## config.mk

```make
export PLATFORM = sky130hd
export DESIGN_NAME = decode_stage_flat
export DESIGN_NICKNAME = d
export VERILOG_FILES = /design/src/rtl/decode_pkg.sv /design/src/rtl/decode_if.sv /design/src/rtl/decode_comb.sv /design/src/rtl/decode_stage.sv /design/src/flat_wrapper.sv
export SDC_FILE = /design/constraint.sdc
export NUM_CORES = 1
export LEC_CHECK = 0
export CAP_MARGIN = 20
export CELL_PAD_IN_SITES_DETAIL_PLACEMENT = 1
export CELL_PAD_IN_SITES_GLOBAL_PLACEMENT = 1
export CORE_MARGIN = 2
export CORE_UTILIZATION = 33
export DETAILED_ROUTE_END_ITERATION = 8
export PLACE_DENSITY_LB_ADDON = 0.1
export SYNTH_ARGS = -nofsm -noshare
export SYNTH_HDL_FRONTEND = slang
export SYNTH_HIERARCHICAL = 1
export SYNTH_SLANG_ARGS = --single-unit
```

## constraint.sdc

```tcl
create_clock -name clk -period 2.5 [get_ports clk]
set_input_delay 0.5 -clock clk [delete_from_list [all_inputs] [get_ports clk]]
set_output_delay 0.5 -clock clk [all_outputs]
set_load 0.05 [all_outputs]
```

## src/rtl/decode_pkg.sv

```systemverilog
// decode_pkg: RV32I opcode/funct constants, ALU and writeback codes,
// and the decoded control bundle shared by decode_comb and decode_stage.
package decode_pkg;

  localparam logic [6:0] OPC_LUI    = 7'b0110111;
  localparam logic [6:0] OPC_AUIPC  = 7'b0010111;
  localparam logic [6:0] OPC_JAL    = 7'b1101111;
  localparam logic [6:0] OPC_JALR   = 7'b1100111;
  localparam logic [6:0] OPC_BRANCH = 7'b1100011;
  localparam logic [6:0] OPC_LOAD   = 7'b0000011;
  localparam logic [6:0] OPC_STORE  = 7'b0100011;
  localparam logic [6:0] OPC_OPIMM  = 7'b0010011;
  localparam logic [6:0] OPC_OP     = 7'b0110011;
  localparam logic [6:0] OPC_FENCE  = 7'b0001111;

  localparam logic [6:0] F7_BASE = 7'b0000000;
  localparam logic [6:0] F7_ALT  = 7'b0100000;
  localparam logic [6:0] F7_MUL  = 7'b0000001;

  localparam logic [2:0] F3_ADD  = 3'b000;
  localparam logic [2:0] F3_SLL  = 3'b001;
  localparam logic [2:0] F3_SLT  = 3'b010;
  localparam logic [2:0] F3_SLTU = 3'b011;
  localparam logic [2:0] F3_XOR  = 3'b100;
  localparam logic [2:0] F3_SR   = 3'b101;
  localparam logic [2:0] F3_OR   = 3'b110;
  localparam logic [2:0] F3_AND  = 3'b111;

  typedef enum logic [3:0] {
    ALU_ADD    = 4'd0,
    ALU_SUB    = 4'd1,
    ALU_SLL    = 4'd2,
    ALU_SLT    = 4'd3,
    ALU_SLTU   = 4'd4,
    ALU_XOR    = 4'd5,
    ALU_SRL    = 4'd6,
    ALU_SRA    = 4'd7,
    ALU_OR     = 4'd8,
    ALU_AND    = 4'd9,
    ALU_PASS_B = 4'd10,
    ALU_EQ     = 4'd11,
    ALU_NE     = 4'd12,
    ALU_LT     = 4'd13,
    ALU_GE     = 4'd14,
    ALU_LTU    = 4'd15
  } alu_op_e;

  typedef enum logic [1:0] {
    WB_ALU = 2'd0,
    WB_MEM = 2'd1,
    WB_PC4 = 2'd2,
    WB_IMM = 2'd3
  } wb_sel_e;

  typedef struct packed {
    logic [4:0]  rs1;
    logic [4:0]  rs2;
    logic [4:0]  rd;
    logic [31:0] imm;
    alu_op_e     alu_op;
    logic        alu_imm;
    logic        alu_pc;
    wb_sel_e     wb_sel;
    logic        w_en_rf;
    logic        wr_en_dmem;
    logic [3:0]  rw_mode;
    logic        branch;
    logic        jump;
    logic        illegal;
`ifdef RV32M_EN
    logic        mdu_en;
    logic [2:0]  mdu_op;
`endif
  } ctrl_t;

  function automatic alu_op_e alu_op_of(
    input logic [2:0] f3,
    input logic       alt
  );
    alu_op_e op;
    op = ALU_ADD;
    unique case (f3)
      F3_ADD:  op = alt ? ALU_SUB : ALU_ADD;
      F3_SLL:  op = ALU_SLL;
      F3_SLT:  op = ALU_SLT;
      F3_SLTU: op = ALU_SLTU;
      F3_XOR:  op = ALU_XOR;
      F3_SR:   op = alt ? ALU_SRA : ALU_SRL;
      F3_OR:   op = ALU_OR;
      F3_AND:  op = ALU_AND;
    endcase
    return op;
  endfunction

endpackage

```

## src/rtl/decode_if.sv

```systemverilog
// decode_if: fetch-side input handshake and execute-side decoded bundle.
// master = producer/consumer around the stage, slave = decode_stage.
// Optional mdu_en/mdu_op exist only when RV32M_EN is defined.
interface decode_if #(
  parameter int unsigned XLEN = 32
);
  logic            in_valid;
  logic            in_ready;
  logic [31:0]     instr;
  logic [XLEN-1:0] in_pc;
  logic            out_valid;
  logic            out_ready;
  logic [XLEN-1:0] out_pc;
  logic [4:0]      rs1;
  logic [4:0]      rs2;
  logic [4:0]      rd;
  logic [XLEN-1:0] imm;
  logic [3:0]      alu_op_select;
  logic            alu_imm_select;
  logic            alu_pc_select;
  logic [1:0]      rf_w_select;
  logic            w_en_rf;
  logic            wr_en_dmem;
  logic [3:0]      rw_mode;
  logic            branch;
  logic            jump;
  logic            illegal;
`ifdef RV32M_EN
  logic            mdu_en;
  logic [2:0]      mdu_op;
`endif

  modport master (
    output in_valid, instr, in_pc, out_ready,
    input  in_ready, out_valid, out_pc,
    input  rs1, rs2, rd, imm,
    input  alu_op_select, alu_imm_select, alu_pc_select,
    input  rf_w_select, w_en_rf, wr_en_dmem, rw_mode,
    input  branch, jump, illegal
`ifdef RV32M_EN
    , input mdu_en, mdu_op
`endif
  );

  modport slave (
    input  in_valid, instr, in_pc, out_ready,
    output in_ready, out_valid, out_pc,
    output rs1, rs2, rd, imm,
    output alu_op_select, alu_imm_select, alu_pc_select,
    output rf_w_select, w_en_rf, wr_en_dmem, rw_mode,
    output branch, jump, illegal
`ifdef RV32M_EN
    , output mdu_en, mdu_op
`endif
  );

endinterface

```

## src/rtl/decode_comb.sv

```systemverilog
// decode_comb: combinational RV32I decoder, instr_i -> ctrl_o bundle,
// plus load / register-use flags for the hazard tracker. Honours RV32M_EN.
module decode_comb
  import decode_pkg::*;
#(
  parameter bit RV32E = 1'b0
) (
  input  logic [31:0] instr_i,
  output ctrl_t       ctrl_o,
  output logic        is_load_o,
  output logic        rs1_used_o,
  output logic        rs2_used_o
);

  logic [6:0]  opc, f7;
  logic [2:0]  f3;
  logic [4:0]  rs1, rs2, rd;
  logic [31:0] imm_i, imm_s, imm_b, imm_u, imm_j;
  logic        use_rd, ill, ld;

  assign opc = instr_i[6:0];
  assign rd  = instr_i[11:7];
  assign f3  = instr_i[14:12];
  assign rs1 = instr_i[19:15];
  assign rs2 = instr_i[24:20];
  assign f7  = instr_i[31:25];

  assign imm_i = {{20{instr_i[31]}}, instr_i[31:20]};
  assign imm_s = {{20{instr_i[31]}}, instr_i[31:25], instr_i[11:7]};
  assign imm_b = {{19{instr_i[31]}}, instr_i[31], instr_i[7],
                  instr_i[30:25], instr_i[11:8], 1'b0};
  assign imm_u = {instr_i[31:12], 12'b0};
  assign imm_j = {{11{instr_i[31]}}, instr_i[31], instr_i[19:12],
                  instr_i[20], instr_i[30:21], 1'b0};

  always_comb begin
    ctrl_o     = '0;
    use_rd     = 1'b0;
    ill        = 1'b0;
    ld         = 1'b0;
    rs1_used_o = 1'b0;
    rs2_used_o = 1'b0;
    unique case (1'b1)
      (opc == OPC_LUI): begin
        use_rd         = 1'b1;
        ctrl_o.imm     = imm_u;
        ctrl_o.alu_op  = ALU_PASS_B;
        ctrl_o.alu_imm = 1'b1;
        ctrl_o.wb_sel  = WB_IMM;
      end
      (opc == OPC_AUIPC): begin
        use_rd         = 1'b1;
        ctrl_o.imm     = imm_u;
        ctrl_o.alu_imm = 1'b1;
        ctrl_o.alu_pc  = 1'b1;
      end
      (opc == OPC_JAL): begin
        use_rd         = 1'b1;
        ctrl_o.imm     = imm_j;
        ctrl_o.alu_imm = 1'b1;
        ctrl_o.alu_pc  = 1'b1;
        ctrl_o.wb_sel  = WB_PC4;
        ctrl_o.jump    = 1'b1;
      end
      (opc == OPC_JALR): begin
        use_rd         = 1'b1;
        rs1_used_o     = 1'b1;
        ill            = (f3 != 3'b000);
        ctrl_o.imm     = imm_i;
        ctrl_o.alu_imm = 1'b1;
        ctrl_o.wb_sel  = WB_PC4;
        ctrl_o.jump    = 1'b1;
      end
      (opc == OPC_BRANCH): begin
        rs1_used_o    = 1'b1;
        rs2_used_o    = 1'b1;
        ctrl_o.imm    = imm_b;
        ctrl_o.branch = 1'b1;
        unique case (f3)
          3'b000:  ctrl_o.alu_op = ALU_EQ;
          3'b001:  ctrl_o.alu_op = ALU_NE;
          3'b100:  ctrl_o.alu_op = ALU_LT;
          3'b101:  ctrl_o.alu_op = ALU_GE;
          3'b110:  ctrl_o.alu_op = ALU_LTU;
          // BGEU has no compare code: execute takes on !SLTU
          3'b111:  ctrl_o.alu_op = ALU_SLTU;
          default: ill = 1'b1;
        endcase
      end
      (opc == OPC_LOAD): begin
        use_rd         = 1'b1;
        rs1_used_o     = 1'b1;
        ld             = 1'b1;
        ill            = (f3 == 3'b011) || (f3 == 3'b110) ||
                         (f3 == 3'b111);
        ctrl_o.imm     = imm_i;
        ctrl_o.alu_imm = 1'b1;
        ctrl_o.wb_sel  = WB_MEM;
        ctrl_o.rw_mode = {1'b0, f3};
      end
      (opc == OPC_STORE): begin
        rs1_used_o        = 1'b1;
        rs2_used_o        = 1'b1;
        ill               = (f3[2] || f3 == 3'b011);
        ctrl_o.imm        = imm_s;
        ctrl_o.alu_imm    = 1'b1;
        ctrl_o.wr_en_dmem = 1'b1;
        ctrl_o.rw_mode    = {1'b1, f3};
      end
      (opc == OPC_OPIMM): begin
        use_rd         = 1'b1;
        rs1_used_o     = 1'b1;
        ctrl_o.imm     = imm_i;
        ctrl_o.alu_imm = 1'b1;
        ctrl_o.alu_op  = alu_op_of(f3, f3 == F3_SR && f7 == F7_ALT);
        if (f3 == F3_SLL)
          ill = (f7 != F7_BASE);
        else if (f3 == F3_SR)
          ill = (f7 != F7_BASE) && (f7 != F7_ALT);
      end
      (opc == OPC_OP): begin
        use_rd     = 1'b1;
        rs1_used_o = 1'b1;
        rs2_used_o = 1'b1;
        unique case (f7)
          F7_BASE: ctrl_o.alu_op = alu_op_of(f3, 1'b0);
          F7_ALT: begin
            ctrl_o.alu_op = alu_op_of(f3, 1'b1);
            ill = (f3 != F3_ADD) && (f3 != F3_SR);
          end
`ifdef RV32M_EN
          F7_MUL: begin
            ctrl_o.mdu_en = 1'b1;
            ctrl_o.mdu_op = f3;
          end
`endif
          default: ill = 1'b1;
        endcase
      end
      (opc == OPC_FENCE): ill = (f3 != 3'b000);
      default: ill = 1'b1;
    endcase

    ctrl_o.rs1     = rs1_used_o ? rs1 : 5'd0;
    ctrl_o.rs2     = rs2_used_o ? rs2 : 5'd0;
    ctrl_o.rd      = use_rd ? rd : 5'd0;
    ctrl_o.w_en_rf = use_rd && (rd != 5'd0);

    if (RV32E && ((rs1_used_o && rs1[4]) ||
                  (rs2_used_o && rs2[4]) ||
                  (use_rd && rd[4])))
      ill = 1'b1;
    if (instr_i[1:0] != 2'b11)
      ill = 1'b1;

    ctrl_o.illegal = ill;
    if (ill) begin
      ctrl_o.w_en_rf    = 1'b0;
      ctrl_o.wr_en_dmem = 1'b0;
      ctrl_o.rw_mode    = 4'd0;
      ctrl_o.branch     = 1'b0;
      ctrl_o.jump       = 1'b0;
`ifdef RV32M_EN
      ctrl_o.mdu_en     = 1'b0;
`endif
    end
    is_load_o = ld && !ill && (rd != 5'd0);
  end

endmodule

```

## src/rtl/decode_stage.sv

```systemverilog
// decode_stage: registered valid/ready decode stage with load-use bubbles.
// Ports: clk, rst_n (async low), flush, bus (decode_if.slave). Macro: RV32M_EN.
module decode_stage
  import decode_pkg::*;
#(
  parameter int unsigned XLEN          = 32,
  parameter int unsigned LOAD_USE_DIST = 1,
  parameter bit          RV32E         = 1'b0
) (
  input logic      clk,
  input logic      rst_n,
  input logic      flush,
  decode_if.slave  bus
);

  ctrl_t           dec, ctrl_q, ctrl_d;
  logic            is_load, rs1_used, rs2_used;
  logic            valid_q, valid_d;
  logic [XLEN-1:0] pc_q, pc_d;
  logic [4:0]      ld_rd_q, ld_rd_d;
  logic [2:0]      cnt_q, cnt_d;
  logic            hazard, fire_in, fire_out;

  decode_comb #(.RV32E(RV32E)) u_comb (
    .instr_i    (bus.instr),
    .ctrl_o     (dec),
    .is_load_o  (is_load),
    .rs1_used_o (rs1_used),
    .rs2_used_o (rs2_used)
  );

  // The tracker arms when a load enters this register, so the dependent
  // is held while the load sits here and for LOAD_USE_DIST-1 more advances.
  assign hazard = bus.in_valid && (cnt_q != 3'd0) &&
                  ((rs1_used && dec.rs1 == ld_rd_q) ||
                   (rs2_used && dec.rs2 == ld_rd_q));

  assign bus.in_ready = (!valid_q || bus.out_ready) && !hazard && !flush;
  assign fire_in      = bus.in_valid && bus.in_ready;
  assign fire_out     = valid_q && bus.out_ready;

  always_comb begin
    valid_d = valid_q;
    ctrl_d  = ctrl_q;
    pc_d    = pc_q;
    ld_rd_d = ld_rd_q;
    cnt_d   = cnt_q;
    if (flush) begin
      valid_d = 1'b0;
      cnt_d   = 3'd0;
    end else begin
      if (fire_in) begin
        valid_d = 1'b1;
        ctrl_d  = dec;
        pc_d    = bus.in_pc;
      end else if (fire_out) begin
        valid_d = 1'b0;
      end
      if (fire_in && is_load) begin
        ld_rd_d = dec.rd;
        cnt_d   = 3'(LOAD_USE_DIST);
      end else if (bus.out_ready && cnt_q != 3'd0) begin
        cnt_d = cnt_q - 3'd1;
      end
    end
  end

  always_ff @(posedge clk or negedge rst_n) begin
    if (!rst_n) begin
      valid_q <= 1'b0;
      ctrl_q  <= '0;
      pc_q    <= '0;
      ld_rd_q <= '0;
      cnt_q   <= '0;
    end else begin
      valid_q <= valid_d;
      ctrl_q  <= ctrl_d;
      pc_q    <= pc_d;
      ld_rd_q <= ld_rd_d;
      cnt_q   <= cnt_d;
    end
  end

  assign bus.out_valid      = valid_q;
  assign bus.out_pc         = pc_q;
  assign bus.rs1            = ctrl_q.rs1;
  assign bus.rs2            = ctrl_q.rs2;
  assign bus.rd             = ctrl_q.rd;
  assign bus.imm            = XLEN'($signed(ctrl_q.imm));
  assign bus.alu_op_select  = ctrl_q.alu_op;
  assign bus.alu_imm_select = ctrl_q.alu_imm;
  assign bus.alu_pc_select  = ctrl_q.alu_pc;
  assign bus.rf_w_select    = ctrl_q.wb_sel;
  assign bus.w_en_rf        = ctrl_q.w_en_rf;
  assign bus.wr_en_dmem     = ctrl_q.wr_en_dmem;
  assign bus.rw_mode        = ctrl_q.rw_mode;
  assign bus.branch         = ctrl_q.branch;
  assign bus.jump           = ctrl_q.jump;
  assign bus.illegal        = ctrl_q.illegal;
`ifdef RV32M_EN
  assign bus.mdu_en         = ctrl_q.mdu_en;
  assign bus.mdu_op         = ctrl_q.mdu_op;
`endif

endmodule

```

## src/flat_wrapper.sv

```systemverilog
// flat-port wrapper written by rule: the top's interface ports become plain ports
module decode_stage_flat import decode_pkg::*;
#(
  parameter int unsigned XLEN          = 32,
  parameter int unsigned LOAD_USE_DIST = 1,
  parameter bit          RV32E         = 1'b0
)
  (clk, rst_n, flush, bus_in_valid, bus_instr, bus_in_pc, bus_out_ready, bus_in_ready, bus_out_valid, bus_out_pc, bus_rs1, bus_rs2, bus_rd, bus_imm, bus_alu_op_select, bus_alu_imm_select, bus_alu_pc_select, bus_rf_w_select, bus_w_en_rf, bus_wr_en_dmem, bus_rw_mode, bus_branch, bus_jump, bus_illegal);
  decode_if #(.XLEN(XLEN)) bus_i ();
  input logic clk;
  input logic rst_n;
  input logic flush;
  input wire logic [$bits(bus_i.in_valid)-1:0] bus_in_valid;
  input wire logic [$bits(bus_i.instr)-1:0] bus_instr;
  input wire logic [$bits(bus_i.in_pc)-1:0] bus_in_pc;
  input wire logic [$bits(bus_i.out_ready)-1:0] bus_out_ready;
  output wire logic [$bits(bus_i.in_ready)-1:0] bus_in_ready;
  output wire logic [$bits(bus_i.out_valid)-1:0] bus_out_valid;
  output wire logic [$bits(bus_i.out_pc)-1:0] bus_out_pc;
  output wire logic [$bits(bus_i.rs1)-1:0] bus_rs1;
  output wire logic [$bits(bus_i.rs2)-1:0] bus_rs2;
  output wire logic [$bits(bus_i.rd)-1:0] bus_rd;
  output wire logic [$bits(bus_i.imm)-1:0] bus_imm;
  output wire logic [$bits(bus_i.alu_op_select)-1:0] bus_alu_op_select;
  output wire logic [$bits(bus_i.alu_imm_select)-1:0] bus_alu_imm_select;
  output wire logic [$bits(bus_i.alu_pc_select)-1:0] bus_alu_pc_select;
  output wire logic [$bits(bus_i.rf_w_select)-1:0] bus_rf_w_select;
  output wire logic [$bits(bus_i.w_en_rf)-1:0] bus_w_en_rf;
  output wire logic [$bits(bus_i.wr_en_dmem)-1:0] bus_wr_en_dmem;
  output wire logic [$bits(bus_i.rw_mode)-1:0] bus_rw_mode;
  output wire logic [$bits(bus_i.branch)-1:0] bus_branch;
  output wire logic [$bits(bus_i.jump)-1:0] bus_jump;
  output wire logic [$bits(bus_i.illegal)-1:0] bus_illegal;
  assign bus_i.in_valid = bus_in_valid;
  assign bus_i.instr = bus_instr;
  assign bus_i.in_pc = bus_in_pc;
  assign bus_i.out_ready = bus_out_ready;
  assign bus_in_ready = bus_i.in_ready;
  assign bus_out_valid = bus_i.out_valid;
  assign bus_out_pc = bus_i.out_pc;
  assign bus_rs1 = bus_i.rs1;
  assign bus_rs2 = bus_i.rs2;
  assign bus_rd = bus_i.rd;
  assign bus_imm = bus_i.imm;
  assign bus_alu_op_select = bus_i.alu_op_select;
  assign bus_alu_imm_select = bus_i.alu_imm_select;
  assign bus_alu_pc_select = bus_i.alu_pc_select;
  assign bus_rf_w_select = bus_i.rf_w_select;
  assign bus_w_en_rf = bus_i.w_en_rf;
  assign bus_wr_en_dmem = bus_i.wr_en_dmem;
  assign bus_rw_mode = bus_i.rw_mode;
  assign bus_branch = bus_i.branch;
  assign bus_jump = bus_i.jump;
  assign bus_illegal = bus_i.illegal;
  decode_stage #(.XLEN(XLEN), .LOAD_USE_DIST(LOAD_USE_DIST), .RV32E(RV32E)) u_core (.clk(clk), .rst_n(rst_n), .flush(flush), .bus(bus_i));
endmodule
```

# == After elaboration in Yosys (flattened, before gate mapping) ==
# Memories as Yosys holds them, arrays and structs flattened.
# Cells that the tools add are included.
# classes
addsub,1
mux,34
multipliers,0
eq_ne,23
reduce_logical,46
n_lt_le_gt_ge,0
n_shift,0
div_mod_pow,0
bitwise,1
# ops
cell,count
one-hot mux 32 bit (5 select lines),1
one-hot mux 4 bit (8 select lines),1
"== test 7 x 6 -> 1 bit, second input constant",4
one-hot mux 4 bit (6 select lines),1
"== test 7 bit, second input constant",3
two-way mux 1 bit,18
logical AND 1 bit,16
one-hot mux 4 bit (2 select lines),2
one-hot mux 4 bit (4 select lines),1
two-way mux 5 bit,3
"== test 7 x 5 -> 1 bit, second input constant",2
OR reduction 7 bit,2
"== test 3 bit, second input constant",4
nonzero test 3 bit,4
OR reduction 6 bit,2
== test 5 bit,2
two-way mux 3 bit,3
OR reduction 3 bit,3
two-way mux 8 bit,1
OR reduction 2 bit,4
"== test 7 x 2 -> 1 bit, second input constant",1
"== test 7 x 4 -> 1 bit, second input constant",1
zero test 7 bit,1
"!= test 7 x 6 -> 1 bit, second input constant",1
15 further kinds,24
# totals
romBits,64
memories,2
out_inout_bits,98
ram_bits,0
inputBits,69
regBits,105
latchBits,0
# mem_list
name,words,width,read_ports,rd_clocked_by_memory_dff,wr,line_no,rtl
(name not given),8,4,1,0,0,decode_pkg.sv:82,unique case (f3)
(name not given),8,4,1,0,0,decode_pkg.sv:82,

# == Depth between registers and ports, before layout ==
# Gate-level depths: netlist of run 1.
# depth
word_depth,15
mapped_depth,14
mapped_depth_nobuf,10

# == Cells and area by module ==
# The synthesis of run 1 kept the hierarchy.
# modules_own_cells
module,cells_each,seq_area_each_um2,instances,area_each_um2
decode_stage,256,2627.5,1,4220.3
decode_comb,192,0.0,1,1239.9

# == Least setup slack after synthesis of run 1 ==
# OpenSTA, ideal clock, no wires.
# synth_timing
path_type,input to register
from,in bus_instr[6]
to,"reg u_core.ctrl_q, in the netlist u_core/bus.alu_op_select[0]"
path_buffers,4
slack_ns,-0.451
path_stages,13
arrival_time_ns,2.826
setup_ns,0.125
cell_sequence,clkbuf_1 > and3b_1 > nor2_1 > nor3_1 > and2_1 > xnor2_1 > nand4_1 > o22a_1 > and3_1 > buf_6 > buf_6 > buf_6 > mux2_4
# synth_rtl
element,line_no,rtl
start: declaration,flat_wrapper.sv:14,input wire logic [$bits(bus_i.instr)-1:0] bus_instr;
end signal: assignment,decode_stage.sv:77,ctrl_q <= ctrl_d;
end: declaration,decode_stage.sv:16,"ctrl_t dec, ctrl_q, ctrl_d;"

==> results_dict.tcl, run 1 <==
set metrics [dict create \
    post-synth-top-area-cell "sky130_fd_sc_hd__dfrtp_1" \
    rows 47 \
    fin_worst_skew_ns 0.0103 \
    outcome "finished with violations" \
    holdCritPathClass "in2async" \
    detail_route.vias_per_cell 4.94 \
    yosysTopAreaCellShare 0.481 \
    h_tree_depth 3 \
    power_density_mw_per_mm2 573 \
    reg2regPathDepth 10 \
    power.static_leakage_nw 4.07 \
    timing.final.setup_violations 98 \
    synth_enable_flop_cells 0 \
    drt_wl_cell_um 19.2 \
    synth-async-reset-ratio 1.00 \
    worstSetupEndpointType "output port" \
    cts_root_buffer "sky130_fd_sc_hd__clkbuf_16" \
    critical_path.reg2reg.startpoint "u_core/cnt_q[0]" \
    finalWirelength_um 18000 \
    global_route.usage.total 0.209 \
    firstDrtPassIters 4 \
    fp.dieArea_mm2 0.0176 \
    clk_transition_reported_paths_ns 0.06 \
    worstPathArrival_ns 2.24 \
    synth.top_cells.by_area "sky130_fd_sc_hd__dfrtp_1, sky130_fd_sc_hd__mux2_2, sky130_fd_sc_hd__mux2_4" \
    floorplan.io_pins 167 \
    diodes 0 \
    drt_drc_violations_left 0 \
    coreArea_mm2 0.0163 \
    drive_above_1_share 0.404 \
    crit_family "simple AND/OR/NAND/NOR gates" \
    latest_clock_arrival_within_the_worst_skew_pair_ns 0.35 \
    fp.dieH_um 133 \
    grt_pass1_vias 5188 \
    cts_tree "built" \
    post_synth_num_cell_types 57 \
    layout.nets 790 \
    antenna_violating_nets_post_route 0 \
    place.detailed.instances 896 \
    synth.avg_cell_area_um2 12.2 \
    violations "setup timing" \
    longest_clk_path_bufs 2 \
    fillCellCount 1741 \
    report.power.total_mw 5.07 \
    cp_max_stage_delay_ns 0.28 \
    detailedRoute.firstIterationViolations 125 \
    synth-warning-count 6 \
    final_critical_path_setup_slack_ns -0.236 \
    numCtsBuffers 9 \
    number_of_standard_cells_in_the_final_layout_excluding_fillers 938 \
    postCtsHoldBufs 0 \
    die_x_um 133 \
    slowest_stage "sky130_fd_sc_hd__or2_4" \
    syn-instance-count 448 \
    seq_area_frac_synth 0.481 \
    achievable-frequency_mhz 366 \
    grt_antenna_before_repair 0 \
    grt-ovfl-total 0 \
    layout_worst_path_cycle_share 1.09 \
    synth-seq-cells 105 \
    postSynthNetCount 524 \
    timing.critical_path.from_type "input pin" \
    dp.final_hpwl_um 13000 \
    grt_max_degree 49 \
    global_route_wire_length_before_repair_um 28900 \
    num_vias 4634 \
    rsz0062_at_grt "true" \
    final.setup.tns_ns -7.48 \
    slew-limit-headroom 0.554 \
    floorplan.initialDensity 0.334 \
    clock_net_sink_count 105 \
    cell_chain_of_the_critical_path "buf_6 > nand4bb_1 > or2_4 > nand2_4 > and2_4 > xnor2_2 > nand4_1 > o22a_1 > o21a_2 > buf_8" \
    max_slew.worst_pin.slew_ns 0.670 \
    critical_path_class "in2out" \
    timing.final.hold_violations 0 \
    timing.critical_path.required_ns 2.00 \
    final-max-slew-violation-count 0 \
    final.min_clock_period_ns 2.74 \
    capture_point_of_the_worst_reg_to_reg_path "u_core/bus.imm[17]" \
    synth_flop_cell "sky130_fd_sc_hd__dfrtp_1" \
    placement.io_buffers 166 \
    finalWeightedCongestion 0.908 \
    syn_area_mm2 0.00546 \
    maximum_vdd_drop_mv 0.343 \
    cap_violations 0 \
    flow.area_growth_from_synthesis_pct 62.0 \
    critical_path.max_fanout 6 \
    r2r_slack_ns 0.15 \
    critPathBufInv 2 \
]
-- cell families (layout without fill, tap and decap cells) --
logic type	count (synthesis)	after routing	share of synthesized area
AOI/OAI and AO/OA	69	69	0.0882
xor gates and xnor gates	11	11	0.0176
adders and majority gates	7	7	0.0160
buffers and inverters	36	306	0.0348
DFF	105	105	0.481
muxes	102	102	0.232
and+or+nand+nor	118	118	0.130
-- flip-flops by register name (all words and copies together) (netlist names), 3 cells and up --
register / cells
u_core/bus.imm: 32
u_core/bus.rd: 5
u_core/cnt_q: 3
u_core/ld_rd_q: 5
u_core/bus.rw_mode: 4
u_core/bus.alu_op_select: 4
u_core/bus.out_pc: 32
u_core/bus.rs2: 5
u_core/bus.rs1: 5
-- Yosys cell counts, drive strengths merged, types with 7 or more instances --
master / number
nand3: 7
nor3: 9
o21ai: 9
a21o: 19
nand2: 20
nor2b: 7
mux2: 101
dfrtp: 105
a21oi: 12
xnor2: 11
buf: 17
inv: 11
and2: 18
ha: 7
nor2: 14
clkbuf: 8
-- repair_timing --
item / 4_1_cts / 5_1_grt
endpoints found under the setup margin: 106 / 105
cloned: 4 / 0
setup buffers: 23 / 4
resized for setup: 87 / 15
pin swaps: 25 / 14
-- routing by layer --
layer,GRT usage,part of all wire,vias up
met5,0,0,-
met4,0.0502,0.0072,0
met3,0.0441,0.045,11
met2,0.360,0.51,122
met1,0.268,0.44,2358
li1,-,-,2143
-- worst max-delay path by stage --
stage	start	end	cells after the start
finish	bus_instr[3]	bus_in_ready	10
global route	bus_instr[4]	bus_in_ready	11
CTS	bus_instr[4]	bus_in_ready	11
detailed placement	bus_instr[0]	u_core/bus.imm[8]	11
global placement	bus_instr[1]	bus_in_ready	10
floorplan	bus_instr[6]	u_core/bus.alu_op_select[0]	14
-- layout by cell type (no fill, tap or decap), drive strengths merged, types with 6 or more instances in the layout --
cell,count
nand2b,6
xnor2,11
a22o,6
clkdlybuf4s50,151
a21o,19
and2,18
clkbuf,9
nor4,6
nand2,20
ha,7
nor3,9
a21oi,12
o21ai,9
buf,120
nand3,7
mux2,101
nor2,14
dfrtp,105
inv,13
nor2b,7
-- report_power, final --
group          switching [mW]  leakage [nW]  internal [mW]  total [mW]
registers              0.0861          1.38           1.86        1.94
clock network           0.651         0.144          0.779        1.43
logic                   0.954          2.54          0.742        1.70
total                    1.69          4.07           3.38        5.07
-- cell type report --
cell class	count	area [µm²]	share of cell area
clock inverter	6	67.6	0.00764
sequential	105	2630	0.297
timing repair buffer	280	2760	0.312
tap	220	275	0.0311
multi-input combinational	307	2850	0.322
inverter	11	41.3	0.00467
clock buffer	9	225	0.0255
-- through the flow --
step / hold WS [ns] / area [µm²] / worst slack [ns] / util
floorplan: 0.204 / 5520 / -0.222 / -
global placement: 0.490 / 8020 / -0.869 / 0.490
detailed placement: 0.495 / 8020 / -0.900 / 0.490
CTS: 0.208 / 8760 / -0.261 / 0.536
global route: 0.231 / 8840 / -0.332 / 0.541
finish: 0.181 / 8840 / -0.236 / 0.541
Note: power is estimated with default switching activity, not from simulation.
==> run 2, diff against run 1 <==
Settings changed: CORE_UTILIZATION 33 to 32, CTS_BUF_LIST set to sky130_fd_sc_hd__clkbuf_4 sky130_fd_sc_hd__clkbuf_8 sky130_fd_sc_hd__clkbuf_16, HOLD_SLACK_MARGIN set to 0.12, SYNTH_HIERARCHICAL 1 to unset.
==> run 2 against run 1 <==
  * The flow now finishes without violations
  * Sequential share of layout area up 1.8 points
  * Synthesized cell count increased by 8.0%
  * Power fell by 4.2%
  * Via count is 5.6% higher
  * First-iteration DRC count up 28%
  * Worst setup slack better by 0.31 ns
  * Largest cell class is now registers
  * Largest power group unchanged
  * Highest routed layer is now met5
==> results_dict.tcl, run 2 <==
set metrics [dict create \
    postSynthNetCount 561 \
    final.setup.tns_ns 0 \
    final_critical_path_setup_slack_ns 0.0761 \
    seq_area_frac_synth 0.492 \
    power_density_mw_per_mm2 582 \
    timing.critical_path.required_ns 2.00 \
    reg2regPathDepth 6 \
    detailedRoute.firstIterationViolations 160 \
    grt_util_met2 0.371 \
    report.power.total_mw 4.86 \
    worstPathArrival_ns 1.92 \
    max_slew.worst_pin.slew_ns 0.684 \
    num_vias 4894 \
    hold_depth 3 \
    h_tree_depth 3 \
    timing.final.hold_violations 0 \
    final-max-slew-violation-count 0 \
    hold_start "bus_instr[15]" \
    sequentialPowerShare 0.397 \
    critical_path_class "in2out" \
    synth_most_common_cell "sky130_fd_sc_hd__dfrtp_1" \
    gr-usage-met3 0.0525 \
    fp.dieH_um 133 \
    finalWeightedCongestion 0.875 \
    antenna_violating_nets_post_route 0 \
    final.min_clock_period_ns 2.42 \
    power.static_leakage_nw 3.76 \
    synth-async-reset-ratio 1.00 \
    cts_tree "built" \
    detail_route.vias_per_cell 5.08 \
    longest_clk_path_bufs 2 \
    firstDrtPassIters 4 \
    cts_root_buffer "sky130_fd_sc_hd__clkbuf_16" \
    post_synth_num_cell_types 68 \
    critical_path.reg2reg.startpoint "u_core.cnt_q[0]" \
    global_route_wire_length_before_repair_um 30200 \
    cell_chain_of_the_critical_path "dlygate4sd2_1 > or2_1 > a211oi_4 > buf_6 > nand3_1 > nand2_1 > a31oi_1 > buf_4" \
    timing.final.setup_violations 0 \
    grtUsageMet1 0.282 \
    place_worst_setup_slack_ns -0.359 \
    holdCritPathClass "in2reg" \
    maximum_vdd_drop_mv 0.295 \
    die_x_um 133 \
    numCtsBuffers 9 \
    yosysTopAreaCellShare 0.492 \
    global_route.usage.total 0.219 \
    fp.dieArea_mm2 0.0177 \
    synth.top_cells.by_area "sky130_fd_sc_hd__dfrtp_1, sky130_fd_sc_hd__mux2_2, sky130_fd_sc_hd__o21ai_0" \
    clock_net_sink_count 105 \
    grt-ovfl-total 0 \
    finalWirelength_um 19100 \
    fin_worst_skew_ns 0.00963 \
    slowest_stage "sky130_fd_sc_hd__dlygate4sd2_1" \
    critical_path.max_fanout 5 \
    drt_drc_violations_left 0 \
    flow.area_growth_from_synthesis_pct 56.4 \
    switching_share 0.353 \
    ys_top_cells_by_count "sky130_fd_sc_hd__dfrtp_1, sky130_fd_sc_hd__o21ai_0, sky130_fd_sc_hd__mux2_2" \
    coreArea_mm2 0.0165 \
    r2r_slack_ns 0.21 \
    synth-warning-count 0 \
    min_delay_worst_endpoint "u_core.bus.rs1[0]" \
    layout_worst_path_cycle_share 0.970 \
    worstSetupEndpointType "output port" \
    global_route.peak_usage_layer "met2" \
    drive_above_1_share 0.266 \
    layout.nets 815 \
    grt_pass1_vias 5349 \
    cap_violations 0 \
    timing.critical_path.from_type "input pin" \
    synth-seq-cells 105 \
    comb_power_share 0.310 \
    dp.final_hpwl_um 14700 \
    drt_wl_cell_um 19.8 \
    rows 47 \
    placement.io_buffers 166 \
    floorplan.initialDensity 0.324 \
    slew-limit-headroom 0.532 \
    synth_flop_cell "sky130_fd_sc_hd__dfrtp_1" \
    clk_transition_reported_paths_ns 0.07 \
    power.switching_mw 1.71 \
    syn_area_mm2 0.00534 \
    outcome "finished, final reports clean" \
    synth.avg_cell_area_um2 11.0 \
    synth_enable_flop_cells 0 \
    post-synth-top-area-cell "sky130_fd_sc_hd__dfrtp_1" \
    latest_clock_arrival_within_the_worst_skew_pair_ns 0.37 \
    grt_max_degree 44 \
    layout_commonest_cell "sky130_fd_sc_hd__clkdlybuf4s50_1" \
    cp_max_stage_delay_ns 0.29 \
    grt_antenna_before_repair 2 \
    cell_internal_pwr_mw 3.14 \
    final_cell_mix "sky130_fd_sc_hd__clkdlybuf4s50_1, sky130_fd_sc_hd__dfrtp_1, sky130_fd_sc_hd__buf_4" \
    capture_point_of_the_worst_reg_to_reg_path "u_core.ld_rd_q[1]" \
    floorplan.io_pins 167 \
    achievable-frequency_mhz 413 \
    syn-instance-count 484 \
    clkPwrFrac 0.294 \
]
[run 2: changes by cell type in the layout (fill, tap and decap cells not counted), sizes merged, moves of 10 or more]
cell	change
o21ai	+51
mux2	-39
nand2	+14
buf	-13
and2	-12
xnor2	-10
xor2	+10
[run 2: what timing repair did]
item	CTS	global route
setup endpoints to repair	1	13
setup buffers	2	2
resized for setup	16	8
hold buffers	1	0
pin swaps	5	4
hold endpoints to repair	29	0
[run 2: logic make-up (layout without fill, tap and decap cells)]
family | after synthesis | count (layout) | synth area share
mux | 65 | 65 | 0.139
flops | 105 | 105 | 0.492
xor+xnor | 11 | 11 | 0.0181
compound gates | 142 | 142 | 0.181
simple gates | 105 | 105 | 0.108
buf+inv | 48 | 307 | 0.0431
fa+ha+maj | 8 | 8 | 0.0188
other cells | 0 | 1 | 0
[run 2: worst max-delay path by stage]
stage,from,endpoint,slack (ns),cells past startpoint
after floorplan,bus_instr[5],bus_in_ready,0.16,6
after global placement,bus_instr[6],u_core.bus.imm[15],-0.32,8
after detailed placement,bus_instr[6],u_core.bus.rw_mode[1],-0.36,6
after CTS,bus_instr[20],bus_in_ready,0.01,8
after global routing,bus_instr[12],u_core.ld_rd_q[3],-0.007,8
final,bus_instr[6],bus_in_ready,0.08,8
[run 2: critical path, delay by kind of cell]
family,cells,cell delay (ns)
AOI/OAI and AO/OA,2,0.37
buffers and inverters,3,0.62
and+or+nand+nor,3,0.42
[run 2: per-layer routing]
layer,share of wire,wire [µm]
met1,0.43,8190
met4,0.012,227
met5,0.00037,7
met3,0.065,1240
met2,0.49,9400
[run 2: stage by stage]
step,cells,utilization,hold slack [ns],instance area [µm²]
CTS,961,0.503,0.500,8280
floorplan,484,-,0.204,5340
finish,964,0.507,0.473,8350
global route,963,0.507,0.504,8340
detailed placement,942,0.483,0.481,7950
global placement,942,0.483,0.472,7950
[run 2: area by class of cell]
cell class,instances,area (µm²)
Fill cell,1766,8120
Sequential cell,105,2630
Timing Repair Buffer,272,2560
Multi-Input combinational cell,331,2520
Tap cell,220,275
Clock buffer,9,225
Inverter,19,71.3
Clock inverter,7,65.1
Antenna cell,1,2.50
[run 2: power groups by stage]
stage | sequential [mW] | clock [mW] | combinational [mW]
floorplan | 2.42 | 0 | 0.377
global placement | 1.95 | 0 | 1.48
detailed placement | 1.96 | 0 | 1.51
CTS | 1.93 | 1.46 | 1.52
global route | 1.95 | 1.52 | 1.60
finish | 1.93 | 1.43 | 1.50
